[config.mk]
export PLATFORM = sky130hd
export DESIGN_NAME = decode_queue
export DESIGN_NICKNAME = d
export VERILOG_FILES = /design/src/rtl/decode_queue.sv
export SDC_FILE = /design/constraint.sdc
export NUM_CORES = 1
export LEC_CHECK = 0
export ABC_AREA = 1
export BUFFER_PORTS_ARGS = -buffer_cell sky130_fd_sc_hd__buf_2
export CAP_MARGIN = 10
export CELL_PAD_IN_SITES_DETAIL_PLACEMENT = 0
export CELL_PAD_IN_SITES_GLOBAL_PLACEMENT = 1
export CORE_MARGIN = 10
export CORE_UTILIZATION = 35
export DETAILED_ROUTE_END_ITERATION = 10
export GPL_ROUTABILITY_DRIVEN = 0
export PLACE_DENSITY = 0.7
export RECOVER_POWER = 100
export SYNTH_ARGS = -nofsm -noshare
export SYNTH_HDL_FRONTEND = slang
export SYNTH_SLANG_ARGS = --single-unit
[constraint.sdc]
create_clock -name clk -period 4.2 [get_ports clk]
set_input_delay 0.42 -clock clk [delete_from_list [all_inputs] [get_ports clk]]
set_output_delay 0.42 -clock clk [all_outputs]
set_load 0.02 [all_outputs]
[src/rtl/decode_queue.sv]
// Instruction decode queue: a small circular FIFO of {pc, instr} followed by
// a single registered output stage that holds the fully decoded bundle.
package decode_queue_pkg;

  typedef enum logic [6:0] {
    OP_LOAD   = 7'b0000011,
    OP_OP_IMM = 7'b0010011,
    OP_AUIPC  = 7'b0010111,
    OP_STORE  = 7'b0100011,
    OP_OP     = 7'b0110011,
    OP_LUI    = 7'b0110111,
    OP_BRANCH = 7'b1100011,
    OP_JALR   = 7'b1100111,
    OP_JAL    = 7'b1101111
  } opcode_t;

  typedef enum logic [2:0] {
    R_TYPE = 3'd0,
    I_TYPE = 3'd1,
    S_TYPE = 3'd2,
    B_TYPE = 3'd3,
    U_TYPE = 3'd4,
    J_TYPE = 3'd5
  } inst_format_t;

  // Encoding is {funct7[5], funct3} so OP decodes without a lookup table.
  typedef enum logic [3:0] {
    ALU_ADD  = 4'b0000,
    ALU_SLL  = 4'b0001,
    ALU_SLT  = 4'b0010,
    ALU_SLTU = 4'b0011,
    ALU_XOR  = 4'b0100,
    ALU_SRL  = 4'b0101,
    ALU_OR   = 4'b0110,
    ALU_AND  = 4'b0111,
    ALU_SUB  = 4'b1000,
    ALU_SRA  = 4'b1101
  } alu_op_t;

endpackage

module decode_queue
  import decode_queue_pkg::*;
#(
  parameter int DEPTH      = 4,
  parameter int REG_ADDR_W = 5
) (
  input  logic                         clk,
  input  logic                         rst,
  input  logic                         flush,
  input  logic                         in_valid,
  output logic                         in_ready,
  input  logic [31:0]                  in_instr,
  input  logic [31:0]                  in_pc,
  output logic                         out_valid,
  input  logic                         out_ready,
  output logic [31:0]                  out_pc,
  output inst_format_t                 out_format,
  output logic [REG_ADDR_W-1:0]        out_rs1,
  output logic [REG_ADDR_W-1:0]        out_rs2,
  output logic [REG_ADDR_W-1:0]        out_rd,
  output logic                         out_branch,
  output logic                         out_jump,
  output logic                         out_alu_imm,
  output logic                         out_alu_pc,
  output alu_op_t                      out_alu_op,
  output logic                         out_mem_read,
  output logic                         out_mem_write,
  output logic                         out_mem_unsigned,
  output logic [1:0]                   out_mem_size,
  output logic                         out_illegal,
  output logic [$clog2(DEPTH+1)-1:0]   count
);

  localparam int CW = $clog2(DEPTH+1);
  localparam int PW = $clog2(DEPTH);

  logic [31:0]   mem_pc    [DEPTH];
  logic [31:0]   mem_instr [DEPTH];
  logic [PW-1:0] wr_ptr;
  logic [PW-1:0] rd_ptr;

  logic push;
  logic pop;

  assign in_ready = (count != CW'(DEPTH));
  assign push     = in_valid && in_ready;
  // The head moves into the output stage whenever that stage is empty or draining.
  assign pop      = (count != '0) && (!out_valid || out_ready);

  logic [31:0] h_pc;
  logic [31:0] h_instr;
  logic [6:0]  opc;
  logic [2:0]  funct3;
  logic [6:0]  funct7;

  assign h_pc    = mem_pc[rd_ptr];
  assign h_instr = mem_instr[rd_ptr];
  assign opc     = h_instr[6:0];
  assign funct3  = h_instr[14:12];
  assign funct7  = h_instr[31:25];

  inst_format_t d_format;
  alu_op_t      d_alu_op;
  logic         d_branch, d_jump, d_alu_imm, d_alu_pc;
  logic         d_mem_read, d_mem_write, d_illegal;
  logic         bad_op, bad_reg;
  logic         use_rd, use_rs1, use_rs2;

  // Storage write: slots beyond count are don't-care, so a discarded push may land harmlessly.
  // NOTE: the storage array carries no reset; count and the pointers alone define which entries are live.
  always_ff @(posedge clk) begin
    if (push) begin
      mem_pc[wr_ptr]    <= in_pc;
      mem_instr[wr_ptr] <= in_instr;
    end
  end

  // Decode the FIFO head so the output stage loads a finished bundle.
  // NOTE: every signal gets a default before the case so no path leaves it unassigned (no latches).
  always_comb begin
    d_format    = I_TYPE;
    d_alu_op    = ALU_ADD;
    d_branch    = 1'b0;
    d_jump      = 1'b0;
    d_alu_imm   = 1'b1;
    d_alu_pc    = 1'b0;
    d_mem_read  = 1'b0;
    d_mem_write = 1'b0;
    bad_op      = 1'b0;
    use_rd      = 1'b0;
    use_rs1     = 1'b0;
    use_rs2     = 1'b0;
    case (opc)
      OP_OP: begin
        d_format  = R_TYPE;
        d_alu_imm = 1'b0;
        d_alu_op  = alu_op_t'({funct7[5], funct3});
        use_rd    = 1'b1;
        use_rs1   = 1'b1;
        use_rs2   = 1'b1;
        if (funct7 != 7'h00 && funct7 != 7'h20)
          bad_op = 1'b1;
        else if (funct7 == 7'h20 && funct3 != 3'b000 && funct3 != 3'b101)
          bad_op = 1'b1;
      end
      OP_OP_IMM: begin
        // Immediate bit 10 only selects SRA; for other ops it is immediate data.
        d_alu_op = (funct3 == 3'b101 && funct7[5]) ? ALU_SRA : alu_op_t'({1'b0, funct3});
        use_rd   = 1'b1;
        use_rs1  = 1'b1;
      end
      OP_LOAD: begin
        d_mem_read = 1'b1;
        use_rd     = 1'b1;
        use_rs1    = 1'b1;
      end
      OP_STORE: begin
        d_format    = S_TYPE;
        d_mem_write = 1'b1;
        use_rs1     = 1'b1;
        use_rs2     = 1'b1;
      end
      OP_BRANCH: begin
        d_format = B_TYPE;
        d_branch = 1'b1;
        d_alu_pc = 1'b1;
        use_rs1  = 1'b1;
        use_rs2  = 1'b1;
      end
      OP_JAL: begin
        d_format = J_TYPE;
        d_jump   = 1'b1;
        d_alu_pc = 1'b1;
        use_rd   = 1'b1;
      end
      OP_JALR: begin
        d_jump  = 1'b1;
        use_rd  = 1'b1;
        use_rs1 = 1'b1;
      end
      OP_LUI: begin
        d_format = U_TYPE;
        use_rd   = 1'b1;
      end
      OP_AUIPC: begin
        d_format = U_TYPE;
        d_alu_pc = 1'b1;
        use_rd   = 1'b1;
      end
      default: bad_op = 1'b1;
    endcase

    // With 16 registers, any referenced register field above x15 is unencodable.
    bad_reg = 1'b0;
    if (REG_ADDR_W == 4)
      bad_reg = (use_rd & h_instr[11]) | (use_rs1 & h_instr[19]) | (use_rs2 & h_instr[24]);
    d_illegal = bad_op | bad_reg;

    // Illegal instructions still flow, but must not redirect control or touch memory.
    if (d_illegal) begin
      d_branch    = 1'b0;
      d_jump      = 1'b0;
      d_mem_read  = 1'b0;
      d_mem_write = 1'b0;
    end
  end

  // Queue bookkeeping and output stage; reset beats flush, flush beats any handshake.
  // NOTE: sequential state uses non-blocking assignments so all registers update from pre-edge values.
  always_ff @(posedge clk) begin
    if (rst) begin
      wr_ptr           <= '0;
      rd_ptr           <= '0;
      count            <= '0;
      out_valid        <= 1'b0;
      out_pc           <= '0;
      out_format       <= R_TYPE;
      out_rs1          <= '0;
      out_rs2          <= '0;
      out_rd           <= '0;
      out_branch       <= 1'b0;
      out_jump         <= 1'b0;
      out_alu_imm      <= 1'b0;
      out_alu_pc       <= 1'b0;
      out_alu_op       <= ALU_ADD;
      out_mem_read     <= 1'b0;
      out_mem_write    <= 1'b0;
      out_mem_unsigned <= 1'b0;
      out_mem_size     <= '0;
      out_illegal      <= 1'b0;
    end else if (flush) begin
      wr_ptr    <= '0;
      rd_ptr    <= '0;
      count     <= '0;
      out_valid <= 1'b0;
    end else begin
      if (push)
        wr_ptr <= wr_ptr + PW'(1);
      if (pop) begin
        rd_ptr           <= rd_ptr + PW'(1);
        out_valid        <= 1'b1;
        out_pc           <= h_pc;
        out_format       <= d_format;
        out_rs1          <= (opc == OP_LUI) ? '0 : h_instr[15 +: REG_ADDR_W];
        out_rs2          <= h_instr[20 +: REG_ADDR_W];
        out_rd           <= h_instr[7 +: REG_ADDR_W];
        out_branch       <= d_branch;
        out_jump         <= d_jump;
        out_alu_imm      <= d_alu_imm;
        out_alu_pc       <= d_alu_pc;
        out_alu_op       <= d_alu_op;
        out_mem_read     <= d_mem_read;
        out_mem_write    <= d_mem_write;
        out_mem_unsigned <= funct3[2];
        out_mem_size     <= funct3[1:0];
        out_illegal      <= d_illegal;
      end else if (out_ready) begin
        // Handshake with nothing queued behind it empties the output stage.
        out_valid <= 1'b0;
      end
      count <= count + CW'(push) - CW'(pop);
    end
  end

endmodule

==> summary.txt <==
Crit path capture: out_rs1[0]
GRT overflow: 0
Pin count of the biggest net entering global routing: 66
Layout cells sized above 1: 8.79%
Vias in the first global route: 7797
Crit end category: flip-flop
Pwr/cell area: 573 nW/um2
Critical path's slowest cell: a31oi_1
Max cap viols: 2
GRT Total Usage: 13.1%
Non-Filler Instances: 1616
Die Ht: 208 um
Crit-path max FO: 64
Status: finished with violations
Syn Nets: 1078
Dominant cells by area after synthesis: edfxtp_1, dfxtp_1, nor2_1, o21ai_0, nand2_1
# fillers: 3311
CP required: 4.65 ns
Initial core utilization: 35.7%
# setup viols final: 0
Die ar.: 43400 um2
HPWL Detailed: 18300 um
Worst path max stage delay: 0.83 ns
Synthesis-stage register bit count: 330
H-tree Lvls: 2
PostCTS Resize Cnt: 0
Fin Hold WS: 0.166 ns
Final Critical Period: 3.05 ns
Slew headroom: -27.6%
Cell area after synthesis: 12400 um2
Slew Viols, Final: 131
Top FF cell, synth: edfxtp_1
Placement Setup Slack: 1.77 ns
Cell Area, Placed: 13600 um2
Rows: 68
Top cell by count, worst path: a31oi_1
Pleak: 4.99 nW
Die width: 208 um
Postcts setup bufs: 0
CP Launch Type: flip-flop
First-pass GRT wire length: 45600 um
Placed Cells: 1552
Final worst slack: 1.15 ns
IO buf count: 137
Vias/cell: 4.79
Synth cell count leaders: edfxtp_1, nor2_1, o21ai_0
Skew final: 0.0233 ns
Period utilization: 72.6%
Worst Setup SP: count[1]
GRT busiest layer: met2
CTS root buf: clkbuf_16
Worst-path clk slew: 0.06 ns
M3 GR Usage: 2.82%
Failing checks: max-capacitance violations, max-slew violations
Clock Path Buffers: 3
Syn Area/Cell: 12.4 um2
DR vias: 7744
Setup TNS: 0 ns
Top Ports: 138
DRT Pass-1 Iters: 5
Fmax: 328 MHz
Core region area: 34800 um2
Reg-to-reg endpoint: out_rs1[0]
Design area: 14500 um2
Unrepaired setup endpoints after global routing: no
Synth Warn #: 0
Most numerous cell in the Yosys netlist: edfxtp_1
Worst slew pin tran: 1.91 ns
Post-CTS Hold Buffers: 0
Post-synth ARST share: 0%
Worst reg-to-reg path cell count: 8
Worst-Skew Late Latency: 0.51 ns
Sequential element share of the synthesized area: 73.8%
R2r setup slk: 1.15 ns
Post-synthesis cell type count: 36
Post-route ant nets: 0
Worst Path Arrival: 3.50 ns
NumNets Final: 1210
Final Hold Fails: 0
DR iter-0 viols: 443
CTS Buf Count: 35
Routing usage on met2: 21.6%
Synthesis-to-finish area growth: 16.4%
Post-route DRC: 0
Mapped Cells: 1002
VDD IR-drop max: 0.000253 V
Total Power: 8.29 mW
Fin util: 41.5%
Worst reg2reg startpoint: count[1]
CTS tree: built
Hold Path Class: input pin to flip-flop
Post-synth top area share: 61.9%
Cells along the critical path: inv_1 > a31oi_1 > clkinv_1 > nor2_1 > inv_4 > a31oi_1 > nand2_1 > a21oi_1
CTS sink count: 330
Number of synthesized flops with an enable pin: 256
Kind of critical path: flip-flop to flip-flop
Initial antenna violation count: 2
Final wirelength: 29200 um
Post-synth top area cell: edfxtp_1
WL/cell: 18.0 um
M1 GR Usage: 16.9%
registers in the layout, indices dropped and copies added (netlist names), 3 cells and up, named ones only:
name,cells
mem_instr,128
mem_pc,128
out_pc,32
out_rd,5
out_rs1,5
out_rs2,5
out_alu_op,4
count,3
out_format,3
worst max-delay path, delay by kind of cell, from the launching register on:
family	cells	cell delay, ns
buffers and inverters	3	0.58
AND/OR/NAND/NOR	2	0.47
flip-flops	1	0.41
AO/OA/AOI/OAI	3	1.50
power by group:
group / internal, mW / switching, mW
Combinational: 0.351 / 1.03
Sequential: 3.83 / 0.116
Clock: 1.76 / 1.21
cells in the final DEF (no fill, tap or decap), types with 2 or more instances in the layout:
cell type,netlist,layout
a21oi_1,22,23
a31oi_1,0,2
buf_12,0,2
buf_2,12,4
buf_4,1,6
bufinv_16,0,2
clkbuf_1,37,145
clkbuf_16,0,36
clkbuf_8,0,3
clkinv_1,1,7
clkinv_2,0,5
dfxtp_1,74,73
edfxtp_1,256,256
ha_1,6,6
inv_1,21,21
inv_2,4,3
inv_6,1,3
nand2_1,84,84
nand2_2,10,10
nand2_4,2,2
nand3_1,26,26
nand3_2,8,8
nand4_1,2,2
nor2_1,207,206
nor2_2,4,2
nor2_4,4,7
nor3_1,6,6
o21ai_0,148,148
o22ai_1,48,48
layout make-up:
type	count	area [um2]	area share (%)
clock inverter	16	145	1.00
timing repair buffer	150	624	4.32
tap	455	569	3.94
sequential	330	9170	63.4
inverter	28	113	0.779
multi-input combinational	589	2860	19.8
antenna	1	2.50	0.0173
clock buffer	47	972	6.73
kinds of logic after synthesis:
kind of cell,after synthesis,share of synthesized area (%)
AO/OA/AOI/OAI,224,9.85
XOR/XNOR,1,0.0705
adder cells (fa/ha/maj),7,0.766
buffers and inverters,83,3.05
flip-flops,330,73.8
multiplexers,1,0.0806
AND/OR/NAND/NOR,356,12.4
metal layers:
| layer | routed length [um] | vias to the layer above |
|---|---|---|
| li1 | - | 3824 |
| met1 | 13500 | 3725 |
| met2 | 13800 | 152 |
| met3 | 1300 | 41 |
| met4 | 497 | 2 |
| met5 | 13 | - |
worst min path at each step:
stage,from,to,depth (start not counted)
2_1_floorplan,wr_ptr[1],wr_ptr[1],2
3_3_place_gp,out_branch,out_branch,2
3_5_place_dp,out_mem_read,out_mem_read,2
4_1_cts,in_pc[27],mem_pc[1][27],1
5_1_grt,in_instr[7],mem_instr[3][7],1
6_report,in_pc[27],mem_pc[1][27],1
(Power assumes the default switching activity.)
